### src/rtl/pipe_hazard_ctrl_if.sv
// Handshake bundle between the pipeline datapath and the hazard controller.
// The master side is the datapath; the slave side is pipe_hazard_ctrl.
interface pipe_hazard_ctrl_if;
    logic [4:0] id_rs;
    logic [4:0] id_rt;
    logic       id_uses_rt;
    logic       id_mdu_use;
    logic [4:0] ex_rd;
    logic [2:0] ex_memread;
    logic       ex_regwrite;
    logic       ex_mdu_start;
    logic       mem_branch;
    logic       mem_zero;
    logic       exc_req;

    logic       pc_stall;
    logic       if_id_stall;
    logic       if_id_flush;
    logic       id_exe_flush;
    logic       exe_flush;
    logic       mem_wb_flush;
    logic [1:0] pc_src;
    logic       mdu_busy;
    logic       mdu_cancel;

    modport master (
        output id_rs, id_rt, id_uses_rt, id_mdu_use, ex_rd, ex_memread,
               ex_regwrite, ex_mdu_start, mem_branch, mem_zero, exc_req,
        input  pc_stall, if_id_stall, if_id_flush, id_exe_flush, exe_flush,
               mem_wb_flush, pc_src, mdu_busy, mdu_cancel
    );

    modport slave (
        input  id_rs, id_rt, id_uses_rt, id_mdu_use, ex_rd, ex_memread,
               ex_regwrite, ex_mdu_start, mem_branch, mem_zero, exc_req,
        output pc_stall, if_id_stall, if_id_flush, id_exe_flush, exe_flush,
               mem_wb_flush, pc_src, mdu_busy, mdu_cancel
    );
endinterface

### src/rtl/pipe_hazard_ctrl.sv
// Stall/flush sequencer for the 5-stage pipeline: load-use, MEM branches, MEM exceptions, MDU busy window.
// Define HAZARD_STATS_EN to add saturating stall_cnt / flush_cnt outputs.
//
// state     | meaning
// ----------+------------------------------------------------------------
// RUN       | normal issue; MDU idle
// MDU_WAIT  | MDU op in flight, mdu_cnt counts down to 0 (last busy cycle)
// EXC_DRAIN | single cycle after an exception, squashing IF/ID and ID/EX
module pipe_hazard_ctrl #(
    parameter int MDU_CYCLES = 32
) (
    input  logic                 clk,
    input  logic                 reset,
    pipe_hazard_ctrl_if.slave    hz
`ifdef HAZARD_STATS_EN
    ,
    output logic [31:0]          stall_cnt,
    output logic [31:0]          flush_cnt
`endif
);

    typedef enum logic [1:0] {
        RUN       = 2'd0,
        MDU_WAIT  = 2'd1,
        EXC_DRAIN = 2'd2
    } state_t;

    localparam logic [5:0] MDU_LOAD = 6'(MDU_CYCLES - 1);

    state_t     state, state_nxt;
    logic [5:0] mdu_cnt, mdu_cnt_nxt;

    logic load_hz;
    logic br_taken;
    logic mdu_hz;

    assign load_hz  = (hz.ex_memread != 3'd0) && hz.ex_regwrite && (hz.ex_rd != 5'd0) &&
                      ((hz.ex_rd == hz.id_rs) || (hz.id_uses_rt && (hz.ex_rd == hz.id_rt)));
    assign br_taken = hz.mem_branch && hz.mem_zero;
    assign mdu_hz   = (state == MDU_WAIT) && hz.id_mdu_use;

    always_ff @(posedge clk) begin
        if (reset) begin
            state   <= RUN;
            mdu_cnt <= 6'd0;
        end else begin
            state   <= state_nxt;
            mdu_cnt <= mdu_cnt_nxt;
        end
    end

    // A start issued alongside an exception is dropped: that EX instruction is being flushed.
    always_comb begin
        state_nxt   = state;
        mdu_cnt_nxt = mdu_cnt;
        if (hz.exc_req) begin
            state_nxt   = EXC_DRAIN;
            mdu_cnt_nxt = 6'd0;
        end else begin
            unique case (state)
                RUN: begin
                    if (hz.ex_mdu_start) begin
                        state_nxt   = MDU_WAIT;
                        mdu_cnt_nxt = MDU_LOAD;
                    end
                end
                MDU_WAIT: begin
                    if (mdu_cnt == 6'd0) begin
                        state_nxt = RUN;
                    end else begin
                        mdu_cnt_nxt = mdu_cnt - 6'd1;
                    end
                end
                EXC_DRAIN: begin
                    state_nxt   = RUN;
                    mdu_cnt_nxt = 6'd0;
                end
                default: begin
                    state_nxt   = RUN;
                    mdu_cnt_nxt = 6'd0;
                end
            endcase
        end
    end

    always_comb begin
        hz.pc_stall     = 1'b0;
        hz.if_id_stall  = 1'b0;
        hz.if_id_flush  = 1'b0;
        hz.id_exe_flush = 1'b0;
        hz.exe_flush    = 1'b0;
        hz.mem_wb_flush = 1'b0;
        hz.pc_src       = 2'b00;
        hz.mdu_busy     = 1'b0;
        hz.mdu_cancel   = 1'b0;
        // Reset quiesces everything, including a cancel that would otherwise fire mid-MDU_WAIT.
        if (!reset) begin
            hz.mdu_busy = (state == MDU_WAIT);
            if (hz.exc_req) begin
                hz.pc_src       = 2'b10;
                hz.if_id_flush  = 1'b1;
                hz.id_exe_flush = 1'b1;
                hz.exe_flush    = 1'b1;
                hz.mem_wb_flush = 1'b1;
                hz.mdu_cancel   = (state == MDU_WAIT);
            end else if (state == EXC_DRAIN) begin
                hz.if_id_flush  = 1'b1;
                hz.id_exe_flush = 1'b1;
            end else if (br_taken) begin
                hz.pc_src       = 2'b01;
                hz.if_id_flush  = 1'b1;
                hz.id_exe_flush = 1'b1;
                hz.exe_flush    = 1'b1;
            end else if (load_hz || mdu_hz) begin
                hz.pc_stall     = 1'b1;
                hz.if_id_stall  = 1'b1;
                hz.id_exe_flush = 1'b1;
            end
        end
    end

`ifdef HAZARD_STATS_EN
    always_ff @(posedge clk) begin
        if (reset) begin
            stall_cnt <= 32'd0;
            flush_cnt <= 32'd0;
        end else begin
            if (hz.pc_stall && (stall_cnt != 32'hFFFF_FFFF)) begin
                stall_cnt <= stall_cnt + 32'd1;
            end
            if (hz.exe_flush && (flush_cnt != 32'hFFFF_FFFF)) begin
                flush_cnt <= flush_cnt + 32'd1;
            end
        end
    end
`endif

endmodule

### src/flat_wrapper.sv
// flat-port wrapper written by rule: the top's interface ports become plain ports
module pipe_hazard_ctrl_flat 
#(
    parameter int MDU_CYCLES = 32
)
  (clk, reset, hz_id_rs, hz_id_rt, hz_id_uses_rt, hz_id_mdu_use, hz_ex_rd, hz_ex_memread, hz_ex_regwrite, hz_ex_mdu_start, hz_mem_branch, hz_mem_zero, hz_exc_req, hz_pc_stall, hz_if_id_stall, hz_if_id_flush, hz_id_exe_flush, hz_exe_flush, hz_mem_wb_flush, hz_pc_src, hz_mdu_busy, hz_mdu_cancel);
  pipe_hazard_ctrl_if hz_i ();
  input  logic clk;
  input  logic reset;
  input wire logic [$bits(hz_i.id_rs)-1:0] hz_id_rs;
  input wire logic [$bits(hz_i.id_rt)-1:0] hz_id_rt;
  input wire logic [$bits(hz_i.id_uses_rt)-1:0] hz_id_uses_rt;
  input wire logic [$bits(hz_i.id_mdu_use)-1:0] hz_id_mdu_use;
  input wire logic [$bits(hz_i.ex_rd)-1:0] hz_ex_rd;
  input wire logic [$bits(hz_i.ex_memread)-1:0] hz_ex_memread;
  input wire logic [$bits(hz_i.ex_regwrite)-1:0] hz_ex_regwrite;
  input wire logic [$bits(hz_i.ex_mdu_start)-1:0] hz_ex_mdu_start;
  input wire logic [$bits(hz_i.mem_branch)-1:0] hz_mem_branch;
  input wire logic [$bits(hz_i.mem_zero)-1:0] hz_mem_zero;
  input wire logic [$bits(hz_i.exc_req)-1:0] hz_exc_req;
  output wire logic [$bits(hz_i.pc_stall)-1:0] hz_pc_stall;
  output wire logic [$bits(hz_i.if_id_stall)-1:0] hz_if_id_stall;
  output wire logic [$bits(hz_i.if_id_flush)-1:0] hz_if_id_flush;
  output wire logic [$bits(hz_i.id_exe_flush)-1:0] hz_id_exe_flush;
  output wire logic [$bits(hz_i.exe_flush)-1:0] hz_exe_flush;
  output wire logic [$bits(hz_i.mem_wb_flush)-1:0] hz_mem_wb_flush;
  output wire logic [$bits(hz_i.pc_src)-1:0] hz_pc_src;
  output wire logic [$bits(hz_i.mdu_busy)-1:0] hz_mdu_busy;
  output wire logic [$bits(hz_i.mdu_cancel)-1:0] hz_mdu_cancel;
  assign hz_i.id_rs = hz_id_rs;
  assign hz_i.id_rt = hz_id_rt;
  assign hz_i.id_uses_rt = hz_id_uses_rt;
  assign hz_i.id_mdu_use = hz_id_mdu_use;
  assign hz_i.ex_rd = hz_ex_rd;
  assign hz_i.ex_memread = hz_ex_memread;
  assign hz_i.ex_regwrite = hz_ex_regwrite;
  assign hz_i.ex_mdu_start = hz_ex_mdu_start;
  assign hz_i.mem_branch = hz_mem_branch;
  assign hz_i.mem_zero = hz_mem_zero;
  assign hz_i.exc_req = hz_exc_req;
  assign hz_pc_stall = hz_i.pc_stall;
  assign hz_if_id_stall = hz_i.if_id_stall;
  assign hz_if_id_flush = hz_i.if_id_flush;
  assign hz_id_exe_flush = hz_i.id_exe_flush;
  assign hz_exe_flush = hz_i.exe_flush;
  assign hz_mem_wb_flush = hz_i.mem_wb_flush;
  assign hz_pc_src = hz_i.pc_src;
  assign hz_mdu_busy = hz_i.mdu_busy;
  assign hz_mdu_cancel = hz_i.mdu_cancel;
  pipe_hazard_ctrl #(.MDU_CYCLES(MDU_CYCLES)) u_core (.clk(clk), .reset(reset), .hz(hz_i));
endmodule
### config.mk
export PLATFORM = sky130hd
export DESIGN_NAME = pipe_hazard_ctrl_flat
export DESIGN_NICKNAME = d
export VERILOG_FILES = /design/src/rtl/pipe_hazard_ctrl_if.sv /design/src/rtl/pipe_hazard_ctrl.sv /design/src/flat_wrapper.sv
export SDC_FILE = /design/constraint.sdc
export NUM_CORES = 1
export LEC_CHECK = 0
export ABC_CLOCK_PERIOD_IN_PS = 1500
export CORE_ASPECT_RATIO = 1.1
export CORE_MARGIN = 1.5
export CORE_UTILIZATION = 35
export CTS_BUF_LIST = sky130_fd_sc_hd__clkbuf_4
export DETAILED_ROUTE_END_ITERATION = 10
export MAX_ROUTING_LAYER = met4
export PLACE_DENSITY_LB_ADDON = 0.12
export SLEW_MARGIN = 0
export SYNTH_ARGS = -nofsm -noshare
export SYNTH_HDL_FRONTEND = slang
export SYNTH_SLANG_ARGS = --single-unit
### constraint.sdc
create_clock -name clk -period 1.5 [get_ports clk]
set_input_delay 0.225 -clock clk [delete_from_list [all_inputs] [get_ports clk]]
set_output_delay 0.225 -clock clk [all_outputs]
set_load 0.005 [all_outputs]
==> flow_metrics.py, run 1 <==
metrics = {
    "place": {
        "io_buffers": 36,
        "dp_cells": 137,
        "globalplace.congestion": 0.775,
        "dpl.hpwl_mm": 1.44,
    },
    "floorplanning": {
        "boundaryPins": 37,
        "area_inside_the_core_boundary_mm2": 0.00163,
        "fp.dieArea_mm2": 0.00207,
        "fp-row-count": 15,
        "die_x_um": 43.6,
        "die_height_um": 47.6,
        "start_util_pct": 38.8,
    },
    "sta": {
        "setup_repair_after_global_routing_missed_its_margin": "yes",
        "timing_worst_slew_pin_value_ps": 390,
        "slew_headroom_pct": 73.8,
        "post-route-worst-setup-slack_ps": -109,
        "final_min_period_over_clock_period_pct": 107,
        "setup_viol": 3,
        "final_max_slew_viol_count": 0,
        "tns_ps": -302,
        "clock.fmax_ghz": 0.622,
        "finalWorstPathRequiredPeriod_ps": 1610,
        "timing_hold_violations_final": 0,
        "timing.clock.skew_ps": 2.07,
    },
    "drt": {
        "final_antenna_net_count": 0,
        "detail_route.drc_violations": 0,
        "drt-wirelength-per-cell_um": 14.6,
        "wl_mm": 2.07,
        "vias_after_detailed_routing": 734,
        "drt-vias-per-instance": 5.17,
        "first_drt_pass_iteration_count": 2,
        "first_iter_violations": 3,
    },
    "critical_path": {
        "worst-path-buf-inv": 2,
        "path_max_fanout": 2,
        "crit_path_top_delay_cell": "sky130_fd_sc_hd__or4_4",
        "timing.critical_path.required_ps": 1270,
        "max_incr_delay_on_cp_ps": 550,
        "criticalPathCategory": "primary input to primary output",
        "critPathArrivalTime_ps": 1380,
        "critPathTopFamily": "simple AND/OR/NAND/NOR gates",
        "cp_cell_sequence": "buf_6 > or4_4 > nor2_4 > nor4b_2 > a22oi_2 > o21ai_1 > buf_2",
        "worstSetupEndpointType": "primary output",
        "start_kind": "primary input",
    },
    "clocking": {
        "clk_root_buffer_cell": "sky130_fd_sc_hd__clkbuf_4",
        "cts_made_buffers": 3,
        "htree_num_levels": 1,
        "clk_path_buf_depth": 2,
        "cts_tree": "built",
        "numClockSinks": 8,
        "hold_buffers": 0,
        "worst_setup_hold_path_clk_slew_ps": 60,
        "clock_latency_reported_for_the_late_side_of_the_worst_skew_pair_ps": 260,
    },
    "global_routing": {
        "use_met3_pct": 7.17,
        "global_route.usage.total_pct": 19.7,
        "grt_use_met2_pct": 32.6,
        "vias_in_the_first_global_route": 683,
        "grt_max_degree": 10,
        "antenna_found_initial": 0,
        "grt_most_used_layer": "met2",
        "global_route_wire_length_before_repair_mm": 2.87,
        "met1_usage_pct": 21.8,
        "grt_remaining_overflow": 0,
    },
    "run_status": {
        "failed_checks": "setup timing",
        "outcome": "finished, violations left",
    },
    "synthesis": {
        "synth-edff-count": 0,
        "synth.area.top_cells": "sky130_fd_sc_hd__dfxtp_1 25%, sky130_fd_sc_hd__xnor2_1 14%, sky130_fd_sc_hd__nor2_1 4.7%",
        "yosysTopAreaCell": "sky130_fd_sc_hd__dfxtp_1",
        "synthesis.nets": 105,
        "synthFlopType": "sky130_fd_sc_hd__dfxtp_1",
        "share_of_synthesized_registers_carrying_an_async_set_or_reset_pct": 0,
        "yosys_register_bits": 8,
        "synth.yosys.warnings": 0,
        "mappedNetlistArea_um2": 633,
        "ys_seq_area_share_pct": 25.3,
        "synth_cell_type_count": 34,
        "synth_common_cells": "10 x sky130_fd_sc_hd__xnor2_1, 8 x sky130_fd_sc_hd__dfxtp_1, 8 x sky130_fd_sc_hd__nor2_1",
        "yosysMostFrequentCell": "sky130_fd_sc_hd__xnor2_1",
        "synthDominantCellAreaShare_pct": 25.3,
        "syn_area_per_cell_um2": 8.33,
        "synth_cells": 76,
    },
    "min_path": {
        "min_path_type": "register to register",
    },
    "power_and_ir_drop": {
        "worst_ir_drop_vdd_mv": 0.532,
        "power-per-cell-area_mw_per_mm2": 568,
        "leakage_nw": 0.545,
        "p_total_mw": 0.670,
    },
    "finish": {
        "nets": 156,
        "area_delta_synth_final_pct": 86.4,
        "n_antenna_cell": 0,
        "layoutNonFillerInstCount": 142,
        "final_layout_size_suffix_gt1_share_pct": 43.2,
    },
    "flow_run": {
        "drv.max_cap_violation_count": 0,
    },
}
## where the power goes
| group | leakage [nW] | switching, mW | internal (mW) |
|---|---|---|---|
| Clock | 0.0138 | 0.0827 | 0.0922 |
| Combinational | 0.465 | 0.114 | 0.146 |
| Sequential | 0.0671 | 0.0120 | 0.224 |
| Total | 0.545 | 0.208 | 0.462 |
## tightest hold or removal path, delay by kind of cell, from the launching register on
kind / cells / cell delay [ps]
AO/OA/AOI/OAI: 1 / 50
flip-flops: 1 / 320
AND/OR/NAND/NOR: 1 / 90
## cell families after synthesis
kind of cell	after synthesis	share of synthesized area [%]
DFF	8	25.3
xor gates and xnor gates	12	16.6
and+or+nand+nor	30	25.9
adders and majority gates	2	3.95
buffers and inverters	9	7.90
AOI/OAI and AO/OA	15	20.4
## sequential cells by signal, summed over array words and instances (netlist names)
| signal | cells |
|---|---|
| u_core.mdu_cnt | 6 |
| u_core.state | 2 |
## through the flow
stage / area, um2 / util (%) / worst slack (ps) / hold WS [ps]
global placement: 1080 / 66.3 / -751 / 492
detailed placement: 1080 / 66.3 / -781 / 501
floorplan: 638 / - / -1.71 / 323
CTS: 1100 / 67.5 / -133 / 505
global route: 1180 / 72.3 / -140 / 531
finish: 1180 / 72.3 / -109 / 496
## layout by cell type, fill, tap and decap left out, types with 3 or more instances in the layout
| cell type | count |
|---|---|
| sky130_fd_sc_hd__inv_1 | 3 |
| sky130_fd_sc_hd__a311oi_1 | 3 |
| sky130_fd_sc_hd__dlygate4sd2_1 | 15 |
| sky130_fd_sc_hd__dfxtp_2 | 4 |
| sky130_fd_sc_hd__clkbuf_4 | 3 |
| sky130_fd_sc_hd__xnor2_1 | 8 |
| sky130_fd_sc_hd__nor2_1 | 7 |
| sky130_fd_sc_hd__buf_4 | 14 |
| sky130_fd_sc_hd__buf_6 | 3 |
| sky130_fd_sc_hd__buf_2 | 9 |
| sky130_fd_sc_hd__nand2_1 | 4 |
| sky130_fd_sc_hd__clkdlybuf4s50_1 | 4 |
| sky130_fd_sc_hd__dfxtp_1 | 4 |
| sky130_fd_sc_hd__dlymetal6s2s_1 | 5 |
## area by class of cell
cell class	count	area, um2
inverters	4	17.5
repair buffers	51	423
multi-input cells	59	531
fillers	146	453
well taps	17	21.3
clock buffers	3	22.5
flip-flops and latches	8	165
## path summary, 6_finish.rpt
| path | startpoint | endpoint | slack, ps | cells past startpoint |
|---|---|---|---|---|
| min reg2reg | u_core.mdu_cnt[1] | u_core.mdu_cnt[1] | 500 | 2 |
| max | hz_ex_rd[3] | hz_id_exe_flush | -110 | 7 |
| min | u_core.mdu_cnt[1] | u_core.mdu_cnt[1] | 500 | 2 |
| max reg2reg | u_core.mdu_cnt[0] | u_core.mdu_cnt[4] | 100 | 7 |
## per-layer routing
metal	part of all wire (%)	wire length (um)	up-vias
met1	37	768	339
met5	0	0	-
met4	2.1	44	0
li1	-	-	371
met2	56	1160	20
met3	5.0	103	4
## repair_timing
action                                 CTS  global route
buffers inserted                         3             0
endpoints found under the hold margin    0             0
setup endpoints to repair               14            12
pin swaps                               20            13
gates resized for setup                 71            22
(Power assumes the default switching activity.)
==> run 2: changes to the inputs <==
--- a/config.mk
+++ b/config.mk
@@ -8,8 +8,8 @@
 export ABC_CLOCK_PERIOD_IN_PS = 1500
 export CORE_ASPECT_RATIO = 1.1
 export CORE_MARGIN = 1.5
-export CORE_UTILIZATION = 35
-export CTS_BUF_LIST = sky130_fd_sc_hd__clkbuf_4
+export CORE_UTILIZATION = 33
+export CTS_CLUSTER_SIZE = 28
 export DETAILED_ROUTE_END_ITERATION = 10
 export MAX_ROUTING_LAYER = met4
 export PLACE_DENSITY_LB_ADDON = 0.12
==> run 2 against run 1 <==
Effect of this change:
- the flow still finishes with violations (setup timing)
- non-clock buffer count up 4
- clock power down 3%
- power down 0.44%
- maximum frequency down 1.5%
- hold slack about the same
- die area up 5.7%
- critical path type unchanged
- largest cell class unchanged
- largest power group unchanged
- highest routed layer unchanged
==> flow_metrics.py, run 2 (synthesis results as in run 1) <==
metrics = {
    "run_status": {
        "outcome": "finished, violations left",
        "failed_checks": "setup timing",
    },
    "sta": {
        "timing_hold_violations_final": 0,
        "finalWorstPathRequiredPeriod_ps": 1630,
        "final_max_slew_viol_count": 0,
        "setup_viol": 3,
        "timing_worst_slew_pin_value_ps": 403,
        "slew_headroom_pct": 72.9,
        "post-route-worst-setup-slack_ps": -133,
        "final_min_period_over_clock_period_pct": 109,
        "setup_repair_after_global_routing_missed_its_margin": "yes",
        "timing.clock.skew_ps": 0.993,
        "clock.fmax_ghz": 0.612,
    },
    "global_routing": {
        "grt_most_used_layer": "met2",
        "vias_in_the_first_global_route": 755,
        "grt_use_met2_pct": 32.9,
        "use_met3_pct": 4.44,
        "grt_max_degree": 10,
        "met1_usage_pct": 20.0,
        "global_route.usage.total_pct": 19.2,
        "grt_remaining_overflow": 0,
        "antenna_found_initial": 0,
        "global_route_wire_length_before_repair_mm": 3.02,
    },
    "power_and_ir_drop": {
        "worst_ir_drop_vdd_mv": 0.307,
        "leakage_nw": 0.556,
        "share_clk_of_total_power_pct": 25.3,
        "cell_internal_pwr_mw": 0.468,
        "switching_share_pct": 29.9,
        "netSwitchingPower_mw": 0.199,
        "seq_power_share_pct": 35.6,
        "power-per-cell-area_mw_per_mm2": 554,
        "p_total_mw": 0.667,
        "comb_power_share_pct": 39.1,
    },
    "critical_path": {
        "start_kind": "primary input",
        "timing.reg2reg.worst_path_depth": 7,
        "path_max_fanout": 3,
        "cp_cell_sequence": "buf_6 > or4_4 > nor2_4 > nor4b_2 > a22oi_2 > o21ai_1 > buf_2",
        "r2r-end": "u_core.mdu_cnt[0]",
        "worst-path-buf-inv": 2,
        "critPathTopFamily": "simple AND/OR/NAND/NOR gates",
        "criticalPathCategory": "primary input to primary output",
        "r2r_start": "u_core.mdu_cnt[1]",
        "max_incr_delay_on_cp_ps": 540,
        "crit_path_top_delay_cell": "sky130_fd_sc_hd__or4_4",
        "critPathArrivalTime_ps": 1410,
        "r2r_slack_ps": 100,
        "timing.critical_path.required_ps": 1270,
        "worstSetupEndpointType": "primary output",
    },
    "floorplanning": {
        "area_inside_the_core_boundary_mm2": 0.00180,
        "fp-row-count": 16,
        "start_util_pct": 35.1,
        "die_x_um": 44.8,
        "fp.dieArea_mm2": 0.00219,
        "die_height_um": 48.9,
        "boundaryPins": 37,
    },
    "finish": {
        "most_common_cell_after_layout_fill_and_taps_aside": "sky130_fd_sc_hd__buf_4",
        "top_register": "u_core.mdu_cnt",
        "final_layout_size_suffix_gt1_share_pct": 45.0,
        "n_antenna_cell": 0,
        "nets": 160,
        "layout.cells.most_common_list": "18 x sky130_fd_sc_hd__buf_4, 15 x sky130_fd_sc_hd__dlygate4sd2_1, 9 x sky130_fd_sc_hd__xnor2_1, 8 x sky130_fd_sc_hd__buf_2, 7 x sky130_fd_sc_hd__nor2_1",
        "final_area_mm2": 0.00120,
        "largest_reg_flops": 6,
        "biggest_regs": "u_core.mdu_cnt x6, u_core.state x2",
        "area_delta_synth_final_pct": 90.3,
        "layoutNonFillerInstCount": 147,
    },
    "clocking": {
        "htree_num_levels": 1,
        "cts_tree": "built",
        "worst_setup_hold_path_clk_slew_ps": 60,
        "hold_buffers": 0,
        "cts_made_buffers": 3,
        "numClockSinks": 8,
        "clock_latency_reported_for_the_late_side_of_the_worst_skew_pair_ps": 250,
        "clk_root_buffer_cell": "sky130_fd_sc_hd__clkbuf_4",
        "clk_path_buf_depth": 2,
    },
    "drt": {
        "first_drt_pass_iteration_count": 2,
        "vias_after_detailed_routing": 762,
        "wl_mm": 1.86,
        "drt-vias-per-instance": 5.18,
        "detail_route.drc_violations": 0,
        "final_antenna_net_count": 0,
        "first_iter_violations": 4,
        "drt-wirelength-per-cell_um": 12.7,
    },
    "flow_run": {
        "drv.max_cap_violation_count": 0,
    },
    "min_path": {
        "hold_path_depth": 2,
        "holdPathEnd": "u_core.mdu_cnt[1]",
        "min_path_type": "register to register",
        "min_from": "u_core.mdu_cnt[1]",
    },
    "place": {
        "io_buffers": 36,
        "cell_area_after_placement_mm2": 0.00111,
        "globalplace.congestion": 0.834,
        "dpl.hpwl_mm": 1.35,
        "dp_cells": 141,
    },
}
-- run 2: power by group through the flow --
stage | Sequential (mW) | Combinational (mW) | Clock [mW]
6_report | 0.237 | 0.261 | 0.169
5_1_grt | 0.238 | 0.286 | 0.192
4_1_cts | 0.235 | 0.249 | 0.181
3_5_place_dp | 0.238 | 0.254 | 0
3_3_place_gp | 0.237 | 0.250 | 0
2_1_floorplan | 0.236 | 0.113 | 0
-- run 2: timing repair --
action / 4_1_cts / 5_1_grt
hold endpoints to repair: 0 / 0
cloned: 0 / 0
gates resized for setup: 76 / 17
setup buffers: 2 / 1
endpoints found under the setup margin: 10 / 13
pin swaps: 19 / 13
-- run 2: layer usage --
layer  routed length (um)  vias up
met1                  694      359
met5                    0        -
met2                 1050       26
met3                   95        2
met4                   22        0
li1                     -      375
-- run 2: metrics by stage --
step / setup TNS [ps] / hold WS [ps] / utilization (%) / setup WS (ps)
floorplan: -1.71 / 323 / - / -1.71
global placement: -6010 / 493 / 61.4 / -763
detailed placement: -6340 / 505 / 61.4 / -793
CTS: -400 / 509 / 64.0 / -145
global route: -560 / 522 / 66.9 / -188
finish: -321 / 496 / 66.9 / -133
-- run 2: tightest hold or removal path: stages, from the launching register on --
cell,delay [ps]
sky130_fd_sc_hd__dfxtp_2,320
sky130_fd_sc_hd__nor2_1,90
sky130_fd_sc_hd__a311oi_1,50
-- run 2: worst max-delay path by stage --
stage / from / slack (ps) / to / depth (start not counted)
after floorplan: u_core.mdu_cnt[0] / -2 / u_core.mdu_cnt[5] / 7
after global placement: hz_ex_rd[3] / -760 / hz_id_exe_flush / 7
after detailed placement: hz_ex_rd[3] / -790 / hz_id_exe_flush / 7
after CTS: hz_ex_rd[4] / -140 / hz_id_exe_flush / 7
after global routing: hz_ex_rd[3] / -190 / hz_id_exe_flush / 7
final: hz_ex_rd[3] / -130 / hz_id_exe_flush / 7
-- run 2: layout make-up --
type / instances / area [um2]
Clock buffer: 3 / 22.5
Sequential cell: 8 / 165
Inverter: 4 / 17.5
Tap cell: 18 / 22.5
Multi-Input combinational cell: 59 / 515
Timing Repair Buffer: 55 / 462
Fill cell: 154 / 597
